<file path="config.mk">
export PLATFORM = sky130hd
export DESIGN_NAME = bk_pipe_adder
export DESIGN_NICKNAME = d
export VERILOG_FILES = /design/src/rtl/bk_pipe_adder.sv
export SDC_FILE = /design/constraint.sdc
export NUM_CORES = 1
export LEC_CHECK = 0
export ABC_AREA = 1
export BUFFER_PORTS_ARGS = -buffer_cell sky130_fd_sc_hd__buf_2
export CAP_MARGIN = 10
export CORE_MARGIN = 2
export CORE_UTILIZATION = 46
export DETAILED_ROUTE_END_ITERATION = 7
export PLACE_DENSITY = 0.72
export SLEW_MARGIN = 30
export SYNTH_ARGS = -nofsm -noshare
export SYNTH_HDL_FRONTEND = slang
export SYNTH_SLANG_ARGS = --single-unit
</file>
<file path="constraint.sdc">
create_clock -name clk -period 2.7 [get_ports clk]
set_input_delay 0.135 -clock clk [delete_from_list [all_inputs] [get_ports clk]]
set_output_delay 0.135 -clock clk [all_outputs]
set_load 0.005 [all_outputs]
</file>
<file path="src/rtl/bk_pipe_adder.sv">
// -----------------------------------------------------------------------------
// bk_pipe_adder
//
// Three-stage pipelined adder/subtractor whose carries come from a Brent-Kung
// parallel-prefix network. One beat per cycle is accepted through a
// valid/ready handshake. A downstream stall freezes all three stages together.
//
// Parameters
//   WIDTH      operand/sum width, a power of two in 4..128 (default 32)
//
// Ports
//   clk        rising-edge clock
//   rst        synchronous, active-high reset
//   in_valid   operand beat offered
//   in_ready   beat can be taken this cycle (!out_valid || out_ready)
//   A, B       operands
//   Cin        carry-in, ignored when Sub=1
//   Sub        0: S = A + B + Cin, 1: S = A - B (A + ~B + 1)
//   out_valid  result beat present on S/Cout
//   out_ready  consumer takes the result this cycle
//   S          sum or difference, modulo 2^WIDTH
//   Cout       carry out of bit WIDTH-1 (for Sub=1, 1 means no borrow)
//   Ovf        signed overflow, aligned with S
//              (only when BK_PIPE_ADDER_OVF_EN is defined)
//
// Optional feature
//   BK_PIPE_ADDER_OVF_EN  adds the Ovf port and its pipeline bits.
//
// Stages
//   S1: bitwise generate/propagate, effective B and carry-in registered
//   S2: carry-in folded into bit 0, up-sweep of the prefix tree registered
//   S3: down-sweep completes every carry, sum XOR, S/Cout registered
// -----------------------------------------------------------------------------
module bk_pipe_adder #(
  parameter int WIDTH = 32
) (
  input  logic             clk,
  input  logic             rst,
  input  logic             in_valid,
  output logic             in_ready,
  input  logic [WIDTH-1:0] A,
  input  logic [WIDTH-1:0] B,
  input  logic             Cin,
  input  logic             Sub,
  output logic             out_valid,
  input  logic             out_ready,
  output logic [WIDTH-1:0] S,
  output logic             Cout
`ifdef BK_PIPE_ADDER_OVF_EN
  ,
  output logic             Ovf
`endif
);

  localparam int LOG_W = $clog2(WIDTH);

  // Pipeline control
  logic vld_p1_q, vld_p2_q, vld_p3_q;
  logic advance;
  logic accept;

  // The whole pipeline moves only when the output slot is free or being
  // drained, so bubbles keep their positions through a stall.
  assign in_ready  = !out_valid || out_ready;
  assign advance   = in_ready;
  assign accept    = in_valid && in_ready;
  assign out_valid = vld_p3_q;

  always_ff @(posedge clk) begin
    if (rst) begin
      vld_p1_q <= 1'b0;
      vld_p2_q <= 1'b0;
      vld_p3_q <= 1'b0;
    end else if (advance) begin
      vld_p1_q <= accept;
      vld_p2_q <= vld_p1_q;
      vld_p3_q <= vld_p2_q;
    end
  end

  // ---------------------------------------------------------------------------
  // Stage 1: bitwise generate/propagate and effective carry-in
  // ---------------------------------------------------------------------------
  logic [WIDTH-1:0] b_eff;
  logic [WIDTH-1:0] g_p1_d, p_p1_d;
  logic             cin_p1_d;
  logic [WIDTH-1:0] g_p1_q, p_p1_q;
  logic             cin_p1_q;

  // Subtraction is A + ~B + 1, so Cin is overridden by the forced 1.
  assign b_eff    = Sub ? ~B : B;
  assign g_p1_d   = A & b_eff;
  assign p_p1_d   = A ^ b_eff;
  assign cin_p1_d = Sub | Cin;

  always_ff @(posedge clk) begin
    if (advance) begin
      g_p1_q   <= g_p1_d;
      p_p1_q   <= p_p1_d;
      cin_p1_q <= cin_p1_d;
    end
  end

`ifdef BK_PIPE_ADDER_OVF_EN
  logic amsb_p1_q, bmsb_p1_q;

  always_ff @(posedge clk) begin
    if (advance) begin
      amsb_p1_q <= A[WIDTH-1];
      bmsb_p1_q <= b_eff[WIDTH-1];
    end
  end
`endif

  // ---------------------------------------------------------------------------
  // Stage 2: up-sweep
  // ---------------------------------------------------------------------------
  // Level 0 folds the carry-in into bit 0's generate, so every prefix
  // generate G[i:0] produced below is directly the carry out of bit i.
  // Level l combines node i with node i-2^(l-1) wherever (i+1) is a multiple
  // of 2^l, building power-of-two aligned groups.
  for (genvar l = 0; l <= LOG_W; l++) begin : g_up
    logic [WIDTH-1:0] g;
    logic [WIDTH-1:0] p;
    if (l == 0) begin : g_base
      assign g = {g_p1_q[WIDTH-1:1], g_p1_q[0] | (p_p1_q[0] & cin_p1_q)};
      assign p = p_p1_q;
    end else begin : g_lvl
      for (genvar i = 0; i < WIDTH; i++) begin : g_bit
        if (((i + 1) % (1 << l)) == 0) begin : g_node
          assign g[i] = g_up[l-1].g[i]
                      | (g_up[l-1].p[i] & g_up[l-1].g[i - (1 << (l - 1))]);
          assign p[i] = g_up[l-1].p[i] & g_up[l-1].p[i - (1 << (l - 1))];
        end else begin : g_pass
          assign g[i] = g_up[l-1].g[i];
          assign p[i] = g_up[l-1].p[i];
        end
      end
    end
  end

  logic [WIDTH-1:0] gg_p2_d, pg_p2_d;
  logic [WIDTH-1:0] gg_p2_q, pg_p2_q, p_p2_q;
  logic             cin_p2_q;

  assign gg_p2_d = g_up[LOG_W].g;
  assign pg_p2_d = g_up[LOG_W].p;

  always_ff @(posedge clk) begin
    if (advance) begin
      gg_p2_q  <= gg_p2_d;
      pg_p2_q  <= pg_p2_d;
      p_p2_q   <= p_p1_q;
      cin_p2_q <= cin_p1_q;
    end
  end

`ifdef BK_PIPE_ADDER_OVF_EN
  logic amsb_p2_q, bmsb_p2_q;

  always_ff @(posedge clk) begin
    if (advance) begin
      amsb_p2_q <= amsb_p1_q;
      bmsb_p2_q <= bmsb_p1_q;
    end
  end
`endif

  // ---------------------------------------------------------------------------
  // Stage 3: down-sweep, sum XOR
  // ---------------------------------------------------------------------------
  // Down-sweep level d works on span 2^lv with lv = LOG_W - d: a node at
  // i = k*2^lv + 2^(lv-1) - 1 (k >= 1) already holds the group [i : i-2^(lv-1)+1]
  // from the up-sweep and merges it with the completed prefix just below.
  for (genvar d = 0; d < LOG_W; d++) begin : g_dn
    logic [WIDTH-1:0] g;
    if (d == 0) begin : g_base
      assign g = gg_p2_q;
    end else begin : g_lvl
      localparam int LV = LOG_W - d;
      for (genvar i = 0; i < WIDTH; i++) begin : g_bit
        if ((i >= (1 << LV)) && (((i + 1) % (1 << LV)) == (1 << (LV - 1)))) begin : g_node
          assign g[i] = g_dn[d-1].g[i]
                      | (pg_p2_q[i] & g_dn[d-1].g[i - (1 << (LV - 1))]);
        end else begin : g_pass
          assign g[i] = g_dn[d-1].g[i];
        end
      end
    end
  end

  // Group propagates of nodes that are never a down-sweep target are not
  // needed after the up-sweep; they are simply carried along.
  logic pg_unused;
  assign pg_unused = ^pg_p2_q;

  logic [WIDTH-1:0] carry_in_vec;
  logic [WIDTH-1:0] s_d;
  logic             cout_d;
  logic [WIDTH-1:0] s_q;
  logic             cout_q;

  assign carry_in_vec = {g_dn[LOG_W-1].g[WIDTH-2:0], cin_p2_q};
  assign s_d          = p_p2_q ^ carry_in_vec;
  assign cout_d       = g_dn[LOG_W-1].g[WIDTH-1];

  always_ff @(posedge clk) begin
    if (rst) begin
      s_q    <= '0;
      cout_q <= 1'b0;
    end else if (advance) begin
      s_q    <= s_d;
      cout_q <= cout_d;
    end
  end

  assign S    = s_q;
  assign Cout = cout_q;

`ifdef BK_PIPE_ADDER_OVF_EN
  logic ovf_d;
  logic ovf_q;

  // Overflow: both addends share a sign and the result sign differs.
  assign ovf_d = (amsb_p2_q == bmsb_p2_q) && (s_d[WIDTH-1] != amsb_p2_q);

  always_ff @(posedge clk) begin
    if (rst) begin
      ovf_q <= 1'b0;
    end else if (advance) begin
      ovf_q <= ovf_d;
    end
  end

  assign Ovf = ovf_q;
`endif

endmodule

</file>
==> results.py <==
metrics = {
    "outcome": {
        "status": "complete, no violations",
    },
    "floorplan": {
        "floorplan.initialDensity_pct": 47.12,
        "die_area_um2": 16590,
        "fp.dieW_um": 128.8,
        "rows": 45,
        "io_pins": 105,
        "die_h_um": 128.8,
        "coreArea_um2": 15200,
    },
    "final_layout": {
        "drive_above_1_share_pct": 24.88,
        "final_core_util_pct": 56.16,
        "final_area_um2": 8538,
        "diodes": 0,
        "fillers": 1273,
        "areaGrowthSynthToFinish_pct": 19.20,
        "stdcell_count": 827,
        "finish.net_count": 743,
    },
    "synthesis": {
        "synth_nets": 623,
        "yosys_warnings": 0,
        "yosys.area.top_type": "edfxtp_1",
        "yosysUniqueCellTypes": 26,
        "syn_inst": 506,
        "syn_avg_cell_area_um2": 14.16,
        "netlist_area_um2": 7163,
        "ys_top_cells_by_area": "edfxtp_1, dfxtp_1, ha_1, xor2_1, nor2_1",
        "yosysTopAreaCellShare_pct": 59.11,
        "ys_seq_elements": 177,
        "synth-seq-area-share_pct": 69.17,
    },
    "clocking": {
        "h-tree-depth": 4,
        "clock_latency_ns": 0.42,
        "cts_tree": "done",
        "clk_pin_slew_worst_paths_ns": 0.06,
        "cts_setup_buffers": 0,
        "cts_made_buffers": 17,
        "clockBufferDepth": 2,
        "cts_root_buffer": "clkbuf_16",
        "clock_sinks": 177,
    },
    "worst_setup_path": {
        "r2r_end": "S[31]$_SDFFE_PP0N_",
        "cp.arrival_ns": 1.96,
        "crit_chain": "a21oi_1 > inv_2 > a21o_1 > a21o_1 > ha_1 > nor2_1 > xnor2_1 > o21bai_1 > inv_1",
        "slowest_stage": "edfxtp_1",
        "r2r_setup_slack_ns": 1.06,
        "startpoint": "g_dn[0].g[15]$_DFFE_PN_",
        "worst-setup-path-type": "flop to flop",
        "cpLargestDelayFamily": "compound AO/OA/AOI/OAI gates",
        "crit_path_end": "S[31]$_SDFFE_PP0N_",
        "cp_num_cells": 9,
        "cpPeakStageDelay_ns": 0.43,
        "worst_path_most_repeated_cell": "a21o_1",
        "cp-start-kind": "flop",
        "cp_max_fo": 4,
        "r2r_cells": 9,
        "cp-end-kind": "flop",
        "reg2reg_from": "g_dn[0].g[15]$_DFFE_PN_",
        "cp_num_buf_inv": 2,
        "worstPathRequired_ns": 3.02,
    },
    "placement": {
        "gp_congestion": 0.7095,
        "dp_cells": 788,
        "port_buffers": 104,
        "place_ws_ns": 1.037,
        "place_hpwl_mm": 7.765,
        "placed_cell_area_um2": 7889,
    },
    "min_path": {
        "hold_class": "input pin to flop",
    },
    "routing": {
        "drc": 0,
        "drtIter0Drc": 275,
        "drtAntennaViolNets": 0,
        "drt_pre_antenna_iters": 4,
        "num_vias": 3973,
        "wl_mm": 11.45,
        "routedWlPerCell_um": 13.85,
        "vias_per_cell": 4.804,
    },
    "sta": {
        "tns_ns": 0,
        "slew_violations": 0,
        "relSlewSlack_pct": 59.68,
        "rsz0062_at_grt": "false",
        "fin_ws_ns": 1.057,
        "hold_violations": 0,
        "fmax_mhz": 608.6,
        "setup_viol": 0,
        "final.hold.worst_slack_ns": 0.01392,
        "worstMarginPinSlew_ns": 0.6039,
        "fin_crit_sh_pct": 60.86,
        "min_period_ns": 1.643,
        "finClkSkew_ns": 0.007508,
    },
    "global_routing": {
        "grt.total_usage_pct": 14.79,
        "grt_pass1_vias": 3984,
        "grt_pass1_wl_mm": 18.74,
        "antenna_found_initial": 0,
        "grt-ovfl-total": 0,
        "grt_max_degree": 69,
    },
    "power": {
        "power.density_nw_per_um2": 800.1,
        "power.leakage_nw": 3.931,
        "worst_ir_drop_vdd_uv": 476.1,
        "finalPower_mw": 6.832,
    },
    "run": {
        "cap_violations": 0,
    },
}
## flip-flops by register name, summed over array words and instances (netlist names)
register / count
S: 32
g_dn.g: 32
g_p1_q: 32
g_up.p: 32
pg_p2_q: 26
p_p2_q: 17
Cout: 1
cin_p1_q: 1
cin_p2_q: 1
out_valid: 1
vld_p1_q: 1
vld_p2_q: 1
## how the worst min path moves through the flow
stage	startpoint	endpoint	slack, ns	cells past startpoint
2_1_floorplan	rst	out_valid$_SDFFE_PP0N_	0.20	1
3_3_place_gp	rst	out_valid$_SDFFE_PP0N_	0.33	2
3_5_place_dp	rst	out_valid$_SDFFE_PP0N_	0.32	2
4_1_cts	A[27]	g_up[0].p[27]$_DFFE_PN_	0.0008	2
5_1_grt	A[0]	g_up[0].p[0]$_DFFE_PN_	0.01	2
6_report	A[27]	g_up[0].p[27]$_DFFE_PN_	0.01	2
## cell usage after synthesis, drive strengths merged
library cell and n:
a21o 17, a21oi 15, a31oi 1, buf 12
clkbuf 2, dfxtp 36, edfxtp 141, ha 47
inv 36, nand2 31, nand3 11, nor2 55
nor3 2, o21ai 35, o21bai 15, or2 1
xnor2 17, xor2 32
## report_power, final
part	total [mW]	internal (mW)	leakage, nW	switching (mW)
sequential	3.65	3.45	1.84	0.205
clock	2.35	1.40	0.285	0.948
combinational	0.832	0.403	1.81	0.429
## worst reg2reg max path: cells and delay by family (launching register included)
family	cells	cell delay [ns]
compound gates	4	0.64
flops	1	0.43
fa+ha+maj	1	0.17
buf+inv	2	0.12
simple gates	1	0.12
xor+xnor	1	0.08
## placed cells by master (no fill, tap or decap)
master,synthesis,layout
inv_2,7,6
clkbuf_8,0,1
nor2_4,1,1
dlygate4sd3_1,0,7
bufinv_16,0,1
xnor2_1,17,17
o21ai_1,27,27
inv_6,0,1
edfxtp_1,141,141
xor2_1,32,32
buf_12,0,2
buf_2,6,104
nor2_1,54,54
buf_4,4,2
o21ai_0,8,8
nand3_2,1,1
clkinv_1,0,1
a21oi_1,14,14
clkinv_4,0,2
a21oi_4,1,1
clkbuf_1,2,3
o21bai_1,15,15
inv_1,29,29
nand2_1,22,22
dfxtp_1,36,36
clkinvlp_4,0,1
nand2_2,9,9
ha_1,47,47
a31oi_2,1,1
a21o_1,17,17
clkbuf_16,0,19
clkinv_2,0,4
nor3_4,2,2
or2_2,1,1
nand3_1,10,10
## layout make-up
type	instances	area, um2	share of cell area (%)
inverters	36	140.1	1.641
repair buffers	115	645.6	7.562
well taps	188	235.2	2.755
flip-flops and latches	177	4955	58.03
clock inverters	9	78.83	0.9232
clock buffers	23	500.5	5.862
multi-input cells	279	1983	23.23
## timing repair
item | 4_1_cts | 5_1_grt
endpoints found under the setup margin | 0 | 0
hold buffers | 7 | 0
endpoints found under the hold margin | 7 | 0
gates resized for setup | 0 | 0
## per-layer routing
layer | track usage, % | vias to the layer above | share of wire (%)
li1 | - | 2021 | -
met1 | 17.98 | 1853 | 43
met2 | 24.96 | 78 | 50
met3 | 3.867 | 21 | 3.9
met4 | 6.522 | 0 | 2.2
met5 | 0 | - | 0
## logic make-up after synthesis
family / after synthesis / synth area share, %
simple gates: 100 / 6.306
flops: 177 / 69.17
fa+ha+maj: 47 / 8.210
xor+xnor: 49 / 5.991
buf+inv: 50 / 3.144
compound gates: 83 / 7.179
Note: power is estimated with default switching activity, not from simulation.
